==> src/rtl/kgp_isa_pkg.sv <==
// Shared KGP-RISC encoding definitions: instruction formats, field positions and
// the loader FSM states used by the encoder/loader slice.
package kgp_isa_pkg;

  localparam int INSTR_W = 32;

  typedef enum logic [1:0] {
    FMT_R   = 2'b00,
    FMT_I   = 2'b01,
    FMT_J   = 2'b10,
    FMT_RSV = 2'b11
  } fmt_e;

  typedef enum logic [1:0] {
    ST_IDLE = 2'b00,
    ST_LOAD = 2'b01,
    ST_FULL = 2'b10
  } ld_state_e;

  // Field positions, identical to those the decoder slices out.
  localparam int OPC_MSB   = 31;
  localparam int OPC_LSB   = 26;
  localparam int RA1_MSB   = 25;
  localparam int RA1_LSB   = 21;
  localparam int RA2_MSB   = 20;
  localparam int RA2_LSB   = 16;
  localparam int SHAMT_MSB = 15;
  localparam int SHAMT_LSB = 11;
  localparam int EXT_MSB   = 10;
  localparam int EXT_LSB   = 0;
  localparam int IMM_MSB   = 20;
  localparam int IMM_LSB   = 0;
  localparam int OFF_MSB   = 25;
  localparam int OFF_LSB   = 0;

  typedef struct packed {
    logic [INSTR_W-1:0] word;
    logic               bad_fmt;
    logic               imm_ovf;
  } pack_t;

endpackage

==> src/rtl/instr_pack.sv <==
// Combinational packer: decoded fields plus a format tag become one 32-bit
// instruction word, with flags for a reserved format or an unrepresentable immediate.
module instr_pack
  import kgp_isa_pkg::*;
(
  input  logic [1:0]  fmt,
  input  logic [5:0]  opcode,
  input  logic [4:0]  reg_addr_1,
  input  logic [4:0]  reg_addr_2,
  input  logic [4:0]  shift_amount,
  input  logic [10:0] opcode_ext,
  input  logic [21:0] immediate_const,
  input  logic [25:0] offset,
  output pack_t       result
);

  always_comb begin
    result = '0;
    result.word[OPC_MSB:OPC_LSB] = opcode;
    case (fmt_e'(fmt))
      FMT_R: begin
        result.word[RA1_MSB:RA1_LSB]     = reg_addr_1;
        result.word[RA2_MSB:RA2_LSB]     = reg_addr_2;
        result.word[SHAMT_MSB:SHAMT_LSB] = shift_amount;
        result.word[EXT_MSB:EXT_LSB]     = opcode_ext;
      end
      FMT_I: begin
        result.word[RA1_MSB:RA1_LSB] = reg_addr_1;
        result.word[IMM_MSB:IMM_LSB] = immediate_const[20:0];
        // The encoding holds 21 bits; a 22-bit value only fits if bit 21 is a sign copy.
        result.imm_ovf = immediate_const[21] ^ immediate_const[20];
      end
      FMT_J: begin
        result.word[OFF_MSB:OFF_LSB] = offset;
      end
      default: begin
        result.word    = '0;
        result.bad_fmt = 1'b1;
      end
    endcase
  end

endmodule

==> src/rtl/instruction_encoder_loader.sv <==
// Packs decoded instruction fields and streams the words into imem at consecutive
// word addresses through a single output register with write backpressure.
module instruction_encoder_loader
  import kgp_isa_pkg::*;
#(
  parameter int ADDR_W = 8,
  parameter int DEPTH  = 256
) (
  input  logic              clk,
  input  logic              reset_n,
  input  logic              start,
  input  logic              in_valid,
  output logic              in_ready,
  input  logic [1:0]        fmt,
  input  logic [5:0]        opcode,
  input  logic [4:0]        reg_addr_1,
  input  logic [4:0]        reg_addr_2,
  input  logic [4:0]        shift_amount,
  input  logic [10:0]       opcode_ext,
  input  logic [21:0]       immediate_const,
  input  logic [25:0]       offset,
  output logic              imem_we,
  output logic [ADDR_W-1:0] imem_addr,
  output logic [31:0]       imem_wdata,
  input  logic              imem_ready,
  output logic              loading,
  output logic              full,
  output logic              err,
  output logic [ADDR_W:0]   word_count,
  output logic [1:0]        state
);

  // Handshakes: a bundle moves when in_valid & in_ready on a rising edge; a write
  // commits when imem_we & imem_ready, and imem_addr/imem_wdata hold until then.

  localparam int CNT_W = ADDR_W + 1;
  localparam logic [CNT_W:0] DEPTH_C = (CNT_W + 1)'(DEPTH);

  ld_state_e          state_q;
  logic               out_valid_q;
  logic [ADDR_W-1:0]  addr_q;
  logic [INSTR_W-1:0] wdata_q;
  logic [CNT_W-1:0]   count_q;
  logic               err_q;

  pack_t              packed_bundle;
  logic               accept;
  logic               commit;
  logic               last_commit;
  logic [CNT_W:0]     occupancy;

  instr_pack u_pack (
    .fmt             (fmt),
    .opcode          (opcode),
    .reg_addr_1      (reg_addr_1),
    .reg_addr_2      (reg_addr_2),
    .shift_amount    (shift_amount),
    .opcode_ext      (opcode_ext),
    .immediate_const (immediate_const),
    .offset          (offset),
    .result          (packed_bundle)
  );

  // Committed words plus the one waiting in the output register.
  assign occupancy   = {1'b0, count_q} + {{CNT_W{1'b0}}, out_valid_q};
  assign in_ready    = (state_q == ST_LOAD) & ~start & (~out_valid_q | imem_ready)
                       & (occupancy < DEPTH_C);
  assign accept      = in_valid & in_ready;
  assign commit      = out_valid_q & imem_ready;
  assign last_commit = commit & (({1'b0, count_q} + (CNT_W + 1)'(1)) == DEPTH_C);

  always_ff @(posedge clk or negedge reset_n) begin
    if (!reset_n) begin
      state_q     <= ST_IDLE;
      out_valid_q <= 1'b0;
      addr_q      <= '0;
      wdata_q     <= '0;
      count_q     <= '0;
      err_q       <= 1'b0;
    end else if (start) begin
      state_q     <= ST_LOAD;
      out_valid_q <= 1'b0;
      addr_q      <= '0;
      count_q     <= '0;
      err_q       <= 1'b0;
    end else if (state_q == ST_LOAD) begin
      if (commit) begin
        count_q <= count_q + CNT_W'(1);
        // Hold the address on the final commit so it never wraps within a load.
        if (!last_commit) addr_q <= addr_q + ADDR_W'(1);
      end
      if (last_commit) state_q <= ST_FULL;
      if (accept) begin
        if (packed_bundle.bad_fmt) begin
          err_q <= 1'b1;
          if (commit) out_valid_q <= 1'b0;
        end else begin
          out_valid_q <= 1'b1;
          wdata_q     <= packed_bundle.word;
          if (packed_bundle.imm_ovf) err_q <= 1'b1;
        end
      end else if (commit) begin
        out_valid_q <= 1'b0;
      end
    end
  end

  assign imem_we    = out_valid_q;
  assign imem_addr  = addr_q;
  assign imem_wdata = wdata_q;
  assign loading    = (state_q == ST_LOAD);
  assign full       = (state_q == ST_FULL);
  assign err        = err_q;
  assign word_count = count_q;
  assign state      = state_q;

endmodule

==> config.mk <==
export PLATFORM = sky130hd
export DESIGN_NAME = instruction_encoder_loader
export DESIGN_NICKNAME = d
export VERILOG_FILES = /design/src/rtl/kgp_isa_pkg.sv /design/src/rtl/instr_pack.sv /design/src/rtl/instruction_encoder_loader.sv
export SDC_FILE = /design/constraint.sdc
export NUM_CORES = 1
export LEC_CHECK = 0
export BUFFER_PORTS_ARGS = -buffer_cell sky130_fd_sc_hd__clkbuf_2
export CAP_MARGIN = 30
export CORE_MARGIN = 1.5
export CORE_UTILIZATION = 39
export CTS_BUF_LIST = sky130_fd_sc_hd__clkbuf_16
export CTS_CLUSTER_SIZE = 25
export DETAILED_ROUTE_END_ITERATION = 10
export GPL_TIMING_DRIVEN = 0
export PLACE_DENSITY = 0.77
export SLEW_MARGIN = 5
export SYNTH_ARGS = -nofsm -noshare
export SYNTH_HDL_FRONTEND = slang
export SYNTH_SLANG_ARGS = --single-unit
==> constraint.sdc <==
create_clock -name clk -period 2.1 [get_ports clk]
set_clock_uncertainty 0.1 [all_clocks]
set_input_delay 0.105 -clock clk [delete_from_list [all_inputs] [get_ports clk]]
set_output_delay 0.105 -clock clk [all_outputs]
set_load 0.005 [all_outputs]
[Yosys cells after proc, flatten, opt, wreduce, memory -nomap -nowiden]
Index checks and enable logic that the tools add are counted.
Word-level totals
  memory bits (writable): 0
  memories kept: 0
  memory bits (read-only): 0
  logic and storage cells: 61
  latch bits: 0
  register bits: 53
  output and inout bits: 56
Cells by class
  div/mod/pow operators: 0
  mux-type cells: 22
  add/sub/neg operators: 4
  $mul: 0
  shift-type cells: 0
  bitwise gates (word level): 10
  eq/ne operators: 7
  magnitude comparators: 1
  reduce and logical (&&, ||, !) cells: 11
Operators by type and width (number)
  $pmux W26 S3: 1
  $mux W8: 4
  $mux W9: 3
  $mux W1: 11
  $add A9 B1 Y10: 1
  $add A9 B1 Y10 const B: 1
  $eq A10 B9 Y1 const B: 1
  $lt A10 B9 Y1 const B: 1
  $add A9 B1 Y9 const B: 1
  $add A8 B1 Y8 const B: 1
  $reduce_bool A2 Y1: 4
  $and A1 B1 Y1: 6
  $mux W2: 3
  $reduce_and A3 Y1: 2
  $eq A2 B1 Y1 const B: 2
  $eq A2 B2 Y1 const B: 2
  $reduce_and A2 Y1: 2
  $reduce_and A4 Y1: 1
  $ne A3 B1 Y1 const B: 1
  $reduce_or A3 Y1: 1
  $logic_not A2 Y1: 1
  $ne A2 B2 Y1 const B: 1
  $not A1 Y1: 2
  $or A1 B1 Y1: 1
  $xor A1 B1 Y1: 1

[Logic depth before layout (Yosys ltp)]
Gate-level depths: netlist of run 1.
  depth in word-level cells: 8
  depth in mapped cells: 9
  depth with buffers taken out: 7

[By module]
From an unflattened synthesis of run 1, not the netlist that was laid out.
Unflattened totals
  cell total of the unflattened synthesis: 272
  area, all modules: 3156.8 um^2
Modules (own cells, without submodules)
  instruction_encoder_loader: times used 1, area each 2578.7 um^2, cells each 205
  instr_pack: times used 1, area each 578.1 um^2, cells each 67

[Worst setup path before layout of run 1]
Ideal clock, no wire load.
  path kind: register to register
  start point: reg count_q[0], in the netlist word_count[0]
  end point: reg addr_q[1], in the netlist imem_addr[1]
  period minus slack after synthesis: 2.262 ns
  required time: 1.868 ns
  slack: -0.162 ns
  stages on the path, launching flop included: 9
  path buffers: 1
  data arrival time: 2.031 ns
  setup time: 0.132 ns
  path through: dfrtp_1 -> ha_1 -> nand4_1 -> nor4_1 -> a211oi_2 -> o31ai_2 -> buf_6 -> mux2i_1 -> nor2_1
Between the ends
  word-level cells in the longest chain between the ends: 5
RTL lines
  start: declaration: RTL line instruction_encoder_loader.sv:43  | logic [CNT_W-1:0] count_q;
  start signal: assignment: RTL line instruction_encoder_loader.sv:88  | count_q <= count_q + CNT_W'(1);
  $add A9 B1 Y10: RTL line instruction_encoder_loader.sv:70  | assign last_commit = commit & (({1'b0, count_q} + (CNT_W + 1)'(1)) == DEPTH_C);
  $eq A10 B9 Y1: RTL line instruction_encoder_loader.sv:70
  $and A1 B1 Y1: RTL line instruction_encoder_loader.sv:70
  $ne A2 B2 Y1 (no source line)
  $reduce_and A3 Y1 (no source line)
  end signal: assignment: RTL line instruction_encoder_loader.sv:90  | if (!last_commit) addr_q <= addr_q + ADDR_W'(1);
  end: declaration: RTL line instruction_encoder_loader.sv:41  | logic [ADDR_W-1:0] addr_q;
Every way passes these cells.
A chain may end at the register's enable or synchronous reset.

[Final worst setup path of run 1]
  start point: reg count_q[0], in the netlist word_count[0]
  end point: reg addr_q[6], in the netlist imem_addr[6]
The elaborated chain is that of the path after synthesis.

==> results of run 1 <==
[cell families (layout without fill, tap and decap cells)]
kind of cell             count (synthesis)  in the layout  synth area share, %
AND/OR/NAND/NOR                        142            142                 22.6
flip-flops                              53             53                 45.9
buffers and inverters                   23            218                 3.68
XOR/XNOR                                11             11                 3.33
multiplexers                            22             22                 7.62
AO/OA/AOI/OAI                           78             78                 15.5
adder cells (fa/ha/maj)                  3              3                 1.30
[metal layers]
| layer | vias up | wire, µm | GRT usage, % |
|---|---|---|---|
| met4 | 0 | 238 | 8.95 |
| li1 | 1536 | - | - |
| met2 | 170 | 4620 | 40.9 |
| met5 | - | 0 | 0 |
| met3 | 21 | 624 | 5.26 |
| met1 | 1518 | 3750 | 27.9 |
[registers in the layout, summed over array words and instances (netlist names)]
register / count
err: 1
state: 2
imem_addr: 8
word_count: 9
imem_we: 1
imem_wdata: 32
[worst reg2reg max path, cell delays in order (launching register included)]
cell,delay (ns)
dfrtp_2,0.45
ha_4,0.18
nand4_1,0.15
buf_4,0.15
nor2_1,0.05
a211oi_2,0.31
o31ai_4,0.13
buf_4,0.15
or4_4,0.41
a21oi_2,0.12
[cell type report]
type / instances / area (µm²)
fill: 612 / 2810
multi-input combinational: 256 / 1540
sequential: 53 / 1340
timing repair buffer: 187 / 1130
buffer: 22 / 131
clock buffer: 5 / 125
tap: 99 / 124
clock inverter: 3 / 13.8
inverter: 1 / 3.75
[report_power, final]
group / internal [mW] / switching, mW / total, mW
Sequential: 1.15 / 0.0866 / 1.24
Combinational: 0.305 / 0.293 / 0.599
Clock: 0.434 / 0.351 / 0.785
[worst max-delay path by stage]
stage                              from            end  depth (start not counted)
final                     word_count[0]   imem_addr[6]                          9
after global routing      word_count[0]   imem_addr[3]                          9
after CTS                 word_count[0]   imem_addr[1]                          9
after detailed placement  word_count[0]   imem_addr[1]                          8
after global placement    word_count[0]   imem_addr[1]                          8
after floorplan                state[1]  imem_wdata[3]                          9
[cell usage in the layout (no fill, tap or decap), types with 3 or more instances in the layout]
master	n
clkbuf_2	143
nand2_1	59
dfrtp_1	45
nor2_1	39
a21oi_1	34
dlygate4sd3_1	28
o21ai_1	23
mux2i_1	22
buf_4	17
clkbuf_1	9
dfrtp_2	8
nand3_1	6
nor3b_1	6
xor2_1	6
buf_6	5
nand4_1	5
or3_1	5
o211ai_1	5
clkbuf_16	5
xnor2_1	4
o21ai_0	4
o31ai_1	3
buf_1	3
buf_2	3
nor3_1	3
[timing repair]
item | in CTS | in global routing
hold buffers | 28 | 0
endpoints found under the hold margin | 53 | 0
cloned | 1 | 0
setup endpoints to repair | 38 | 40
pin swaps | 12 | 6
gates resized for setup | 16 | 13
setup buffers | 12 | 3
==> out/metrics.yaml, run 1 <==
grt_first_pass_wirelength_um: 14200
fp.dieH_um: 89.1
port_buffers: 142
tns_ns: -0.928
synth-seq-cells: 53
die_area_um2: 7930
stdcell_count: 626
hp-class: "input pin to flop"
drv_slew: 0
ys_types: 38
design_area_um2: 4410
hold_depth: 3
ys_top_cells_by_area: "dfrtp_1, nand2_1, mux2i_1"
crit_buf_inv: 2
initial_core_util_pct: 40.0
drt_first_pass_iters: 4
drt-initial-drc-count: 99
fin_crit_sh_pct: 108
r2r-end: "imem_addr[6]"
place_ws_ns: -0.219
worstMarginPinSlew_ns: 0.743
path_cells: "ha_4 -> nand4_1 -> buf_4 -> nor2_1 -> a211oi_2 -> o31ai_4 -> buf_4 -> or4_4 -> a21oi_2"
ff2ff_path_depth: 9
fin_ws_ns: -0.177
clkLatencyLatePin_ns: 0.28
final_nets: 616
p_leak_nw: 2.21
via_per_inst: 5.18
yosys-top-cells-count: "nand2_1, dfrtp_1, nor2_1, a21oi_1, o21ai_1"
num_io_pins: 143
status: "finished with violations"
async_flop_share_pct: 100
final_hold_viol_count: 0
rsz0062_at_grt: "yes"
slowest_delay_ns: 0.45
grt_antenna_before_repair: 0
placed_area_um2: 3790
cp-start-kind: "flop"
maxCapViolations: 0
crit_type: "flop to flop"
routed_wl_um: 9240
clk_pin_slew_ns: 0.07
cp_common_cell: "buf_4"
gp_congestion: 0.928
placed_cells: 574
htreeDepth: 2
whs_ns: 0.00700
num_rows: 31
hpwl_um: 6440
die_w_um: 89.1
powerDensity_nw_per_um2: 594
grt_max_degree: 28
setup_viol: 9
synth_warnings: 0
critical_path.max_fanout: 4
violations: "negative setup slack"
critical-path-slowest-cell: "dfrtp_2"
crit_path_end_kind: "flop"
drc: 0
antenna_left: 0
syn_area_um2: 2890
vdd_ir_drop_max_mv: 0.312
synth_flop_cell: "dfrtp_1"
syn_to_final_growth_pct: 52.5
clockRootBuffer: "clkbuf_16"
clock_path_buffers: 2
overflow: 0
finish.utilization_pct: 61.1
grt_pass1_vias: 3036
cts_tree: "yes"
post_drt_wl_per_cell_um: 14.8
r2r-start: "word_count[0]"
holdPathEnd: "imem_wdata[8]"
synth_top_area_share_pct: 45.9
max_freq_mhz: 439
period_needed_ns: 2.28
worstHoldStart: "offset[8]"
synth_edf_count: 0
grt_util_all_layers_pct: 23.3
syn_nets: 422
worst_ep_arrival_time_ns: 2.39
synthMostInstantiatedCell: "nand2_1"
relSlewSlack_pct: 50.5
numCtsBuffers: 5
p_total_mw: 2.62
synthCells: 332
rrSetupSlack_ns: -0.18
core-area_um2: 7210
cts.sinks: 53
diodes: 0
crit_required_ns: 2.21
seq_area_frac_synth_pct: 45.9
yosysTopAreaCell: "dfrtp_1"
path_delay_family: "simple AND/OR/NAND/NOR gates"
routed-via-count: 3245
final_layout_size_suffix_gt1_share_pct: 37.8
syn_avg_cell_area_um2: 8.70
No activity file was read; power rests on OpenSTA's default activity.
==> run 2, diff against run 1 <==
--- a/config.mk
+++ b/config.mk
@@ -14,6 +14,7 @@
 export DETAILED_ROUTE_END_ITERATION = 10
 export GPL_TIMING_DRIVEN = 0
 export PLACE_DENSITY = 0.77
+export SETUP_SLACK_MARGIN = 0.02
 export SLEW_MARGIN = 5
 export SYNTH_ARGS = -nofsm -noshare
 export SYNTH_HDL_FRONTEND = slang
==> out/metrics.yaml, run 2 (synthesis gave the netlist of run 1 again) <==
status: "finished with violations"
violations: "negative hold slack, negative setup slack"
max_freq_mhz: 429  # -2.4%
crit_path_end_kind: "flop"
final_layout_size_suffix_gt1_share_pct: 42.7  # +4.9 points
grt_antenna_before_repair: 0  # unchanged
worstMarginPinSlew_ns: 0.726  # -0.0162 ns
htreeDepth: 2  # unchanged
gp_congestion: 0.903  # -2.7%
stdcell_count: 631  # +0.80%
place_ws_ns: -0.240  # -0.0210 ns
cp-start-kind: "flop"
drc: 0  # unchanged
pwr-share-clk_pct: 29.0  # -1.0 points
largest_register_ffs: 32  # unchanged
cts_tree: "yes"
crit_type: "flop to flop"
p_int_mw: 1.93  # +2.1%
clock_path_buffers: 2  # unchanged
routed-via-count: 3258  # +0.40%
clkLatencyLatePin_ns: 0.28  # about the same
placed_cells: 573  # -0.17%
drv_slew: 0  # unchanged
slowest_delay_ns: 0.43  # -0.02 ns
rsz0062_at_grt: "yes"
overflow: 0  # unchanged
mostFrequentLayoutCells: "clkbuf_2, nand2_1, dfrtp_1"
syn_to_final_growth_pct: 61.2
diodes: 0  # unchanged
drt-initial-drc-count: 110  # +11%
fillers: 614  # +0.33%
num_rows: 31  # unchanged
whs_ns: -0.00533  # -0.0123 ns
grt_first_pass_wirelength_um: 13600  # -4.2%
critical-path-slowest-cell: "dfrtp_2"
final_hold_viol_count: 1  # +1
critical_path.max_fanout: 6  # +2
routed_wl_um: 9320  # +0.87%
grt_pass1_vias: 2986  # -1.6%
clk_pin_slew_ns: 0.06  # about the same
p_total_mw: 2.68  # +2.2%
setup_viol: 34  # +25
switching_share_pct: 28.0  # +0.12 points
maxCapViolations: 0  # unchanged
drt_first_pass_iters: 4  # unchanged
initial_core_util_pct: 40.0  # unchanged
via_per_inst: 5.16  # -0.39%
hpwl_um: 6080  # -5.6%
crit_required_ns: 2.21  # about the same
period_needed_ns: 2.33  # +0.0558 ns
vdd_ir_drop_max_mv: 0.353  # +13%
power_frac_seq_pct: 46.3  # -0.9 points
cp_common_cell: "buf_6"
fin_ws_ns: -0.233  # -0.0558 ns
placed_area_um2: 3780  # -0.26%
p_leak_nw: 2.29  # +3.9%
powerDensity_nw_per_um2: 575  # -3.3%
crit_buf_inv: 4  # +2
core-area_um2: 7210  # unchanged
clockRootBuffer: "clkbuf_16"
relSlewSlack_pct: 51.6  # +1.1 points
antenna_left: 0  # unchanged
path_delay_family: "compound AO/OA/AOI/OAI gates"
seqCellArea_um2: 1340  # about the same
post_drt_wl_per_cell_um: 14.8  # about the same
p_switching_mw: 0.750  # +2.7%
final_common_cell: "clkbuf_2"
die_area_um2: 7930  # unchanged
fin_crit_sh_pct: 111  # +2.7 points
numCtsBuffers: 5  # unchanged
worst_ep_arrival_time_ns: 2.44  # +0.05 ns
cts.sinks: 53  # unchanged
die_w_um: 89.1  # unchanged
fp.dieH_um: 89.1  # unchanged
design_area_um2: 4660  # +5.7%
grt_util_all_layers_pct: 22.2  # -1.1 points
combPwrFrac_pct: 24.8  # +1.9 points
multi_input_area_um2: 1670  # +8.3%
grt_max_degree: 54  # +93%
final_nets: 621  # +0.81%
port_buffers: 142  # unchanged
tns_ns: -2.40  # -1.47 ns
hp-class: "input pin to flop"
path_cells: "buf_6 -> nand3_4 -> buf_8 -> buf_6 -> nor4b_2 -> a211oi_2 -> o31ai_4 -> buf_4 -> or4_4 -> a21oi_2"
num_io_pins: 143  # unchanged
[run 2: cell count changes in the layout (fill, tap and decap cells not counted), sizes merged]
cell,before,now
buf,29,35
clkinv,2,3
dlygate4sd3,28,27
inv,2,1
[run 2: what timing repair did]
action                                  in CTS  in global routing
endpoints found under the setup margin      39                 43
buffers inserted                            13                  9
pin swaps                                   17                 24
hold buffers                                27                  0
cloned                                       1                  1
endpoints found under the hold margin       79                  0
gates resized for setup                     30                 41
[run 2: metrics by stage]
step	utilization, %	hold slack [ns]
after floorplan	-	-0.291
after global placement	52.3	0.199
after detailed placement	52.4	0.143
after CTS	61.3	0.000381
after global routing	64.5	0.00807
final	64.5	-0.00533
[run 2: power by group through the flow]
stage                     Sequential, mW  Clock (mW)  Combinational, mW
after floorplan                     1.25           0              0.236
after global placement              1.25           0              0.529
after detailed placement            1.25           0              0.544
after CTS                           1.23       0.796              0.615
final                               1.24       0.776              0.663
after global routing                1.25       0.841              0.734
[run 2: final cells by class]
type	instances	area share [%]
buffer	21	3.47
inverter	1	0.0806
multi-input combinational	256	35.9
clock buffer	5	2.69
timing repair buffer	193	26.3
tap	99	2.66
clock inverter	3	0.269
sequential	53	28.7
[run 2: final timing paths]
| check | startpoint | end | slack [ns] | cells after the start |
|---|---|---|---|---|
| hold reg to reg | imem_wdata[28] | imem_wdata[28] | 0.38 | 2 |
| setup / recovery | word_count[1] | imem_addr[7] | -0.23 | 10 |
| setup reg to reg | word_count[1] | imem_addr[7] | -0.23 | 10 |
| min in group asynchronous | reset_n | imem_addr[3] | 0.34 | 2 |
| max in group asynchronous | reset_n | word_count[3] | 1.01 | 2 |
| hold / removal | offset[3] | imem_wdata[3] | -0.005 | 3 |
[run 2: metal layers]
layer	track usage (%)	wire, µm	vias to the layer above
li1	-	-	1553
met1	26.2	3770	1547
met2	40.0	4820	143
met3	4.99	559	15
met4	7.13	171	0
met5	0	0	-
[run 2: worst reg2reg max path, stage by stage, from the launching register on]
cell and delay, ns:
dfrtp_2 0.43, buf_6 0.13, nand3_4 0.10, buf_8 0.12, buf_6 0.11, nor4b_2 0.05
a211oi_2 0.37, o31ai_4 0.15, buf_4 0.16, or4_4 0.41, a21oi_2 0.14
==> run 3, diff against run 2 <==
--- a/config.mk
+++ b/config.mk
@@ -13,7 +13,8 @@
 export CTS_CLUSTER_SIZE = 25
 export DETAILED_ROUTE_END_ITERATION = 10
 export GPL_TIMING_DRIVEN = 0
-export PLACE_DENSITY = 0.77
+export MAX_ROUTING_LAYER = met4
+export PLACE_DENSITY = 0.75
 export SETUP_SLACK_MARGIN = 0.02
 export SLEW_MARGIN = 5
 export SYNTH_ARGS = -nofsm -noshare
==> constraint.sdc (replaced) <==
create_clock -name clk -period 2.7 [get_ports clk]
set_clock_uncertainty 0.1 [all_clocks]
set_input_delay 0.135 -clock clk [delete_from_list [all_inputs] [get_ports clk]]
set_output_delay 0.135 -clock clk [all_outputs]
set_load 0.005 [all_outputs]
==> out/metrics.yaml, run 3 (synthesis gave the netlist of run 1 again) <==
drc: 0  # unchanged
die_area_um2: 7930  # unchanged
cts_tree: "yes"
powerDensity_nw_per_um2: 500  # -13%
grt_first_pass_wirelength_um: 12700  # -6.4%
cts.sinks: 53  # unchanged
pwr-share-clk_pct: 30.2  # +1.2 points
fin_crit_sh_pct: 94.1  # -17 points
worstMarginPinSlew_ns: 0.735  # +0.00879 ns
numCtsBuffers: 5  # unchanged
grt_util_all_layers_pct: 21.4  # -0.81 points
cp-start-kind: "flop"
post_drt_wl_per_cell_um: 14.0  # -5.2%
clock_path_buffers: 2  # unchanged
setup_viol: 0  # -100%
maxCapViolations: 0  # unchanged
overflow: 0  # unchanged
crit_path_end_kind: "flop"
die_w_um: 89.1  # unchanged
gp_congestion: 0.908  # +0.62%
clk_pin_slew_ns: 0.06  # about the same
via_per_inst: 5.16  # about the same
num_io_pins: 143  # unchanged
routed_wl_um: 8290  # -11%
critical_path.max_fanout: 5  # -1
p_leak_nw: 1.99  # -13%
initial_core_util_pct: 40.0  # unchanged
drt-initial-drc-count: 159  # +45%
syn_to_final_growth_pct: 37.9
design_area_um2: 3980  # -14%
finish.utilization_pct: 55.2  # -9.3 points
grt_antenna_before_repair: 0  # unchanged
crit_type: "flop to flop"
final_layout_size_suffix_gt1_share_pct: 32.3  # -10 points
drt_first_pass_iters: 4  # unchanged
port_buffers: 142  # unchanged
cts_setup_buffers: 0  # -13
antenna_left: 0  # unchanged
num_rows: 31  # unchanged
whs_ns: 0.00984  # +0.0152 ns
power_frac_seq_pct: 48.3  # +2.0 points
largest_register_ffs: 32  # unchanged
period_needed_ns: 2.54  # +0.207 ns
fin_ws_ns: 0.160  # +0.393 ns
clkLatencyLatePin_ns: 0.28  # about the same
p_int_mw: 1.44  # -25%
hpwl_um: 6240  # +2.7%
grt_pass1_vias: 2740  # -8.2%
place_ws_ns: 0.0889  # +0.329 ns
relSlewSlack_pct: 51.0  # -0.59 points
vdd_ir_drop_max_mv: 0.261  # -26%
status: "complete, no violations"
combPwrFrac_pct: 21.4  # -3.4 points
grt_max_degree: 54  # unchanged
final_hold_viol_count: 0  # -1
p_switching_mw: 0.551  # -27%
final_common_cell: "clkbuf_2"
hp-class: "input pin to flop"
rsz0062_at_grt: "no"
mostFrequentLayoutCells: "clkbuf_2, nand2_1, dfrtp_1"
drv_slew: 0  # unchanged
fp.dieH_um: 89.1  # unchanged
placed_area_um2: 3730  # -1.4%
core-area_um2: 7210  # unchanged
clockRootBuffer: "clkbuf_16"
max_freq_mhz: 394  # -8.1%
switching_share_pct: 27.7  # -0.37 points
diodes: 0  # unchanged
worst_ep_arrival_time_ns: 2.64  # +0.20 ns
tns_ns: 0  # +2.40 ns
htreeDepth: 2  # unchanged
routed-via-count: 3056  # -6.2%
final_nets: 582  # -6.3%
crit_required_ns: 2.80  # +0.59 ns
run 3: timing repair:
item	4_1_cts	5_1_grt
setup endpoints to repair	0	3
hold buffers	11	0
resized for setup	0	1
hold endpoints to repair	63	0
run 3: stage by stage:
step	power [mW]	instances
after floorplan	1.15	332
after global placement	1.38	573
after detailed placement	1.39	573
after CTS	2.02	592
after global routing	2.11	592
final	1.99	592
run 3: final cells by class:
type / count / area [µm²]
Buffer: 22 / 103
Multi-Input combinational cell: 256 / 1470
Inverter: 1 / 3.75
Sequential cell: 53 / 1330
Clock buffer: 5 / 125
Timing Repair Buffer: 153 / 823
Fill cell: 709 / 3230
Tap cell: 99 / 124
Clock inverter: 3 / 13.8
run 3: final timing paths:
path	start	endpoint	slack, ns	cells after the start
min	offset[21]	imem_wdata[21]	0.01	3
min in group asynchronous	reset_n	state[0]	0.39	2
max reg2reg	word_count[0]	imem_addr[7]	0.16	7
max	word_count[0]	imem_addr[7]	0.16	7
max in group asynchronous	reset_n	imem_wdata[26]	1.63	2
min reg2reg	imem_wdata[28]	imem_wdata[28]	0.38	2
run 3: worst max-delay path, cell delays in order (launching register included):
cell and delay [ns]:
dfrtp_1 0.46, ha_1 0.29, nand4_1 0.23, nor4b_1 0.22, a211oi_2 0.33, o31ai_4 0.15, or4_1 0.52, a21oi_1 0.15
run 3: metal layers:
layer	share of wire (%)	track usage (%)	wire, µm
met5	0	-	0
met4	1.7	6.29	142
met3	7.6	4.52	629
met2	48	35.3	3980
met1	43	26.5	3540
run 3: power groups by stage:
| stage | logic [mW] | registers [mW] | clock network, mW |
|---|---|---|---|
| final | 0.427 | 0.962 | 0.602 |
| after CTS | 0.430 | 0.960 | 0.629 |
| after floorplan | 0.179 | 0.973 | 0 |
| after global placement | 0.407 | 0.972 | 0 |
| after detailed placement | 0.418 | 0.973 | 0 |
| after global routing | 0.482 | 0.973 | 0.653 |
